$ cat src/rtl/system_pkg.sv
// Shared SoC bus constants and types for the AHB-Lite data master.
package system_pkg;

  localparam int unsigned ADDR_WIDTH = 32;
  localparam int unsigned DATA_WIDTH = 32;

  localparam logic [1:0] HTRANS_IDLE   = 2'b00;
  localparam logic [1:0] HTRANS_NONSEQ = 2'b10;

  localparam logic [2:0] HSIZE_BYTE = 3'b000;
  localparam logic [2:0] HSIZE_HALF = 3'b001;
  localparam logic [2:0] HSIZE_WORD = 3'b010;

  localparam logic [2:0] HBURST_SINGLE = 3'b000;

  typedef struct packed {
    logic       legal;
    logic [2:0] hsize;
    logic [1:0] addr_lo;
  } be_decode_t;

endpackage

$ cat src/rtl/obi_be_decode.sv
// Byte-enable to HSIZE / HADDR[1:0] decoder; any non-naturally-aligned pattern is illegal.
module obi_be_decode
  import system_pkg::*;
(
  input  logic [3:0] be,
  output be_decode_t dec
);

  always_comb begin
    dec = '{legal: 1'b1, hsize: HSIZE_BYTE, addr_lo: 2'd0};
    case (be)
      4'b0001: dec.addr_lo = 2'd0;
      4'b0010: dec.addr_lo = 2'd1;
      4'b0100: dec.addr_lo = 2'd2;
      4'b1000: dec.addr_lo = 2'd3;
      4'b0011: dec.hsize   = HSIZE_HALF;
      4'b1100: begin
        dec.hsize   = HSIZE_HALF;
        dec.addr_lo = 2'd2;
      end
      4'b1111: dec.hsize   = HSIZE_WORD;
      default: dec.legal   = 1'b0;
    endcase
  end

endmodule

$ cat src/rtl/ahbl_data_master.sv
// OBI-style data request to single AHB-Lite transfers, one outstanding data phase.
module ahbl_data_master
  import system_pkg::*;
#(
  parameter int unsigned ADDR_WIDTH = system_pkg::ADDR_WIDTH,
  parameter int unsigned DATA_WIDTH = system_pkg::DATA_WIDTH,
  parameter logic [3:0]  HPROT_VAL  = 4'b0011
) (
  input  logic                  clk,
  input  logic                  rst,
  input  logic                  data_req_i,
  input  logic                  data_we_i,
  input  logic [3:0]            data_be_i,
  input  logic [ADDR_WIDTH-1:0] data_addr_i,
  input  logic [DATA_WIDTH-1:0] data_wdata_i,
  output logic                  data_gnt_o,
  output logic                  data_rvalid_o,
  output logic [DATA_WIDTH-1:0] data_rdata_o,
  output logic                  data_err_o,
  output logic [ADDR_WIDTH-1:0] ahbl_haddr,
  output logic [2:0]            ahbl_hburst,
  output logic                  ahbl_hmastlock,
  output logic [3:0]            ahbl_hprot,
  output logic [2:0]            ahbl_hsize,
  output logic [1:0]            ahbl_htrans,
  output logic [DATA_WIDTH-1:0] ahbl_hwdata,
  output logic                  ahbl_hwrite,
  input  logic [DATA_WIDTH-1:0] ahbl_hrdata,
  input  logic                  ahbl_hready,
  input  logic                  ahbl_hresp
);

  be_decode_t            be_dec;
  logic                  dp_valid_q, dp_we_q, ill_pend_q;
  logic [DATA_WIDTH-1:0] dp_wdata_q;
  logic [ADDR_WIDTH-1:0] haddr_q;
  logic [2:0]            hsize_q;
  logic                  hwrite_q;
  logic                  err_first, dp_done, req_ok, issue, bus_gnt, ill_gnt;
  logic [ADDR_WIDTH-1:0] req_addr;
  logic                  unused_addr_lo;

  assign unused_addr_lo = ^data_addr_i[1:0];

  obi_be_decode u_be_decode (
    .be  (data_be_i),
    .dec (be_dec)
  );

  always_comb begin
    err_first = dp_valid_q & ahbl_hresp & ~ahbl_hready;
    dp_done   = dp_valid_q & ahbl_hready;
    // Nothing may be granted in the first ERROR cycle or while an illegal-be response is owed.
    req_ok    = data_req_i & ~rst & ~err_first & ~ill_pend_q;
    issue     = req_ok & be_dec.legal;
    bus_gnt   = issue & ahbl_hready;
    ill_gnt   = req_ok & ~be_dec.legal & (~dp_valid_q | ahbl_hready);
    req_addr  = {data_addr_i[ADDR_WIDTH-1:2], be_dec.addr_lo};
  end

  always_comb begin
    ahbl_htrans   = issue ? HTRANS_NONSEQ : HTRANS_IDLE;
    ahbl_haddr    = issue ? req_addr : haddr_q;
    ahbl_hsize    = issue ? be_dec.hsize : hsize_q;
    ahbl_hwrite   = issue ? data_we_i : hwrite_q;
    ahbl_hwdata   = dp_wdata_q;
    data_gnt_o    = bus_gnt | ill_gnt;
    data_rvalid_o = dp_done | ill_pend_q;
    data_err_o    = ill_pend_q | (dp_done & ahbl_hresp);
    data_rdata_o  = (dp_done & ~dp_we_q) ? ahbl_hrdata : '0;
  end

  assign ahbl_hburst    = HBURST_SINGLE;
  assign ahbl_hmastlock = 1'b0;
  assign ahbl_hprot     = HPROT_VAL;

  always_ff @(posedge clk) begin
    if (rst) begin
      dp_valid_q <= 1'b0;
      dp_we_q    <= 1'b0;
      dp_wdata_q <= '0;
      ill_pend_q <= 1'b0;
      haddr_q    <= '0;
      hsize_q    <= HSIZE_BYTE;
      hwrite_q   <= 1'b0;
    end else begin
      if (bus_gnt) begin
        dp_valid_q <= 1'b1;
        dp_we_q    <= data_we_i;
        dp_wdata_q <= data_wdata_i;
      end else if (ahbl_hready) begin
        dp_valid_q <= 1'b0;
      end
      ill_pend_q <= ill_gnt;
      if (issue) begin
        haddr_q  <= req_addr;
        hsize_q  <= be_dec.hsize;
        hwrite_q <= data_we_i;
      end
    end
  end

endmodule

$ cat config.mk
export PLATFORM = sky130hd
export DESIGN_NAME = ahbl_data_master
export DESIGN_NICKNAME = d
export VERILOG_FILES = /design/src/rtl/system_pkg.sv /design/src/rtl/obi_be_decode.sv /design/src/rtl/ahbl_data_master.sv
export SDC_FILE = /design/constraint.sdc
export NUM_CORES = 1
export LEC_CHECK = 0
export ABC_CLOCK_PERIOD_IN_PS = 5150
export CORE_UTILIZATION = 41
export DETAILED_ROUTE_END_ITERATION = 7
export PLACE_DENSITY = 0.86
export SYNTH_ARGS = -nofsm -noshare
export SYNTH_HDL_FRONTEND = slang
export SYNTH_SLANG_ARGS = --single-unit
$ cat constraint.sdc
create_clock -name clk -period 5.15 [get_ports clk]
set_input_delay 1.03 -clock clk [delete_from_list [all_inputs] [get_ports clk]]
set_output_delay 1.03 -clock clk [all_outputs]
set_load 0.1 [all_outputs]
==> summary.txt <==
outcome = complete, but fails checks
clock tree root buffer cell = clkbuf_8
setup bufs post-CTS = 0
area share of the largest cell type after synthesis = 37.8%
FF-to-FF End = haddr_q[22]
#FFs+latches synth = 71
startpoint types = primary input
global-route met2 utilization = 36.4%
Non-Filler Instances = 651
# fillers = 642
max_cap viols = 0
Worst Hold Path Cells = 1
Post-synth EDFFs = 0
CTS tree = done
cell mode on critical path = buf_4
sequential share of the synthesized area = 37.8%
Die Y-Extent = 97.7 um
Area growth, synth to finish = 65.7%
drt first pass iters = 6
GR Util met3 = 5.23%
total CTS buffers = 9
final hold vios = 0
worst slew pin tran = 1.08 ns
cell with the most instances after synthesis = dfxtp_1
violated checks = DRC
GP Congestion = 0.808
final period utilization = 87.1%
Hold Path Class = flop to flop
vias = 3062
number of top-level pins = 219
WP data required = 4.12 ns
WP buf/inv = 3
Routed Wire Length = 10000 um
Total Nets Final = 645
total of warnings raised by yosys = 0
Mapped Avg Cell Area = 11.1 um2
met1 Usage GRT = 25.2%
R2R setup slack = 3.33 ns
critical path arrival = 3.45 ns
DRC viols = 22
number of global-route vias before repair = 3156
min cycle time layout = 4.48 ns
Synth cell types = 32
Iteration-0 DRC Markers = 82
PwrDens = 261 mW/mm2
Slew Viols, Final = 0
sequence of cells on the critical path = clkdlybuf4s50_1 -> nor2_1 -> mux2_4 -> o21ai_4 -> buf_4 -> mux2_2 -> buf_4
leakage power = 2.79 nW
endpoint type of the worst setup path = output port
Initial Util = 42.7%
Clk Latency, worst-skew pair = 0.33 ns
synthesized instance count = 339
Critical Path Fanout Max = 12
crit path kind = primary input to output port
Synth area leader = dfxtp_1
CTS max path bufs = 2
standard-cell rows = 34
share of layout cells above drive strength 1 = 35.4%
Reg2Reg Depth = 5
RSZ-0062 raised after global routing = no
post-synthesis cell area = 0.00376 mm2
worst reg2reg startpoint = dp_valid_q
Placed Cells = 636
CTS H-Tree Depth = 3
Die ar. = 0.00955 mm2
number of diodes = 0
FFs w/ async S/R, synth = 0%
relative slew slack = 27.5%
hold_sp = hsize_q[2]
Most used DFF post-synth = dfxtp_1
chip width = 97.7 um
Final ANT Viol Nets = 0
core area = 0.00881 mm2
CP max-delay cell = clkdlybuf4s50_1
Layout Skew = 0.00928 ns
total grt overflow = 0
max incr delay on CP = 0.47 ns
routed vias/inst = 4.70
initial antenna violation count = 0
final setup TNS = 0 ns
Finish-stage setup viols = 0
busiest grt layer = met2
first-pass GRT wire length = 15800 um
hold_buf cts = 0
CP delay by family, top = buffers and inverters
achievable clock frequency = 0.223 GHz
synth top area cells = dfxtp_1 (38%), mux2_2 (16%), mux2_4 (16%)
post-cts sizing count = 0
DP HPWL = 7610 um
Post-synth top cells = dfxtp_1 (71), nor2b_1 (65), mux2_2 (55)
GRT Util Overall = 20.8%
pin count of the biggest net entering global routing = 71
IO buf count = 207
clock-pin transition on the worst setup and hold timing paths = 0.08 ns
hold path endpoint = hsize_q[2]
Avg WL per Cell = 15.4 um
worst vdd ir = 0.000211 V
CP Launch Point = data_be_i[3]
# clock sinks = 71
==> metrics by stage <==
stage | hold WS [ns] | total power [W] | cell area (um2) | utilization [%] | setup slack [ns]
5_1_grt | 0.489 | 0.00168 | 6230 | 70.7 | 0.481
3_3_place_gp | 0.454 | 0.00121 | 6050 | 68.7 | 0.729
4_1_cts | 0.473 | 0.00164 | 6230 | 70.7 | 0.662
2_1_floorplan | 0.439 | 0.00101 | 3780 | - | 0.0108
6_report | 0.472 | 0.00163 | 6230 | 70.7 | 0.665
3_5_place_dp | 0.456 | 0.00122 | 6050 | 68.7 | 0.667
==> power by group <==
group          switching, W  internal [W]
Sequential        0.0000115      0.000575
Clock              0.000199      0.000220
Combinational      0.000379      0.000240
Total              0.000590       0.00104
==> final cells by class <==
| type | count | area (um2) | area share (%) |
|---|---|---|---|
| Sequential cell | 71 | 1420 | 22.8 |
| Inverter | 6 | 22.5 | 0.362 |
| Clock inverter | 4 | 47.5 | 0.763 |
| Timing Repair Buffer | 212 | 2330 | 37.4 |
| Clock buffer | 11 | 131 | 2.11 |
| Tap cell | 108 | 135 | 2.17 |
| Multi-Input combinational cell | 239 | 2140 | 34.4 |
==> worst register-to-register path, stage by stage (launching register included) <==
cell and delay (ns):
dfxtp_1 0.39, nor2b_1 0.30, a21oi_4 0.12, o21ai_4 0.19, buf_4 0.35, mux2_2 0.36
==> per-layer routing <==
metal | vias up | share of wire, %
met3 | 12 | 5.3
met5 | - | 0
li1 | 1510 | -
met4 | 0 | 1.7
met1 | 1439 | 42
met2 | 101 | 51
==> worst max path at each step <==
stage / to / slack [ns] / depth (start not counted)
final: ahbl_haddr[29] / 0.67 / 7
after global routing: ahbl_haddr[24] / 0.48 / 7
after CTS: ahbl_haddr[29] / 0.66 / 7
after detailed placement: ahbl_haddr[26] / 0.67 / 7
after global placement: ahbl_haddr[31] / 0.73 / 7
after floorplan: ahbl_haddr[1] / 0.01 / 6
==> registers in the layout, summed over array words and instances (netlist names) <==
name,cells
ahbl_hwdata,32
haddr_q,32
hsize_q,3
dp_valid_q,1
dp_we_q,1
hwrite_q,1
ill_pend_q,1
==> cell families after synthesis <==
family,after synthesis,synth area share [%]
AO/OA/AOI/OAI,12,2.43
XOR/XNOR,1,0.233
buffers and inverters,36,6.26
flip-flops,71,37.8
multiplexers,100,33.9
other,2,0.200
AND/OR/NAND/NOR,117,19.1
==> placed cells by master, fill, tap and decap left out, drive strengths merged, types with 6 or more instances in the layout <==
| master | count |
|---|---|
| dfxtp | 71 |
| clkdlybuf4s50 | 135 |
| inv | 6 |
| conb | 9 |
| clkbuf | 11 |
| mux2 | 96 |
| buf | 77 |
| and2 | 33 |
| nor2b | 65 |
No activity file was read; power rests on OpenSTA's default activity.
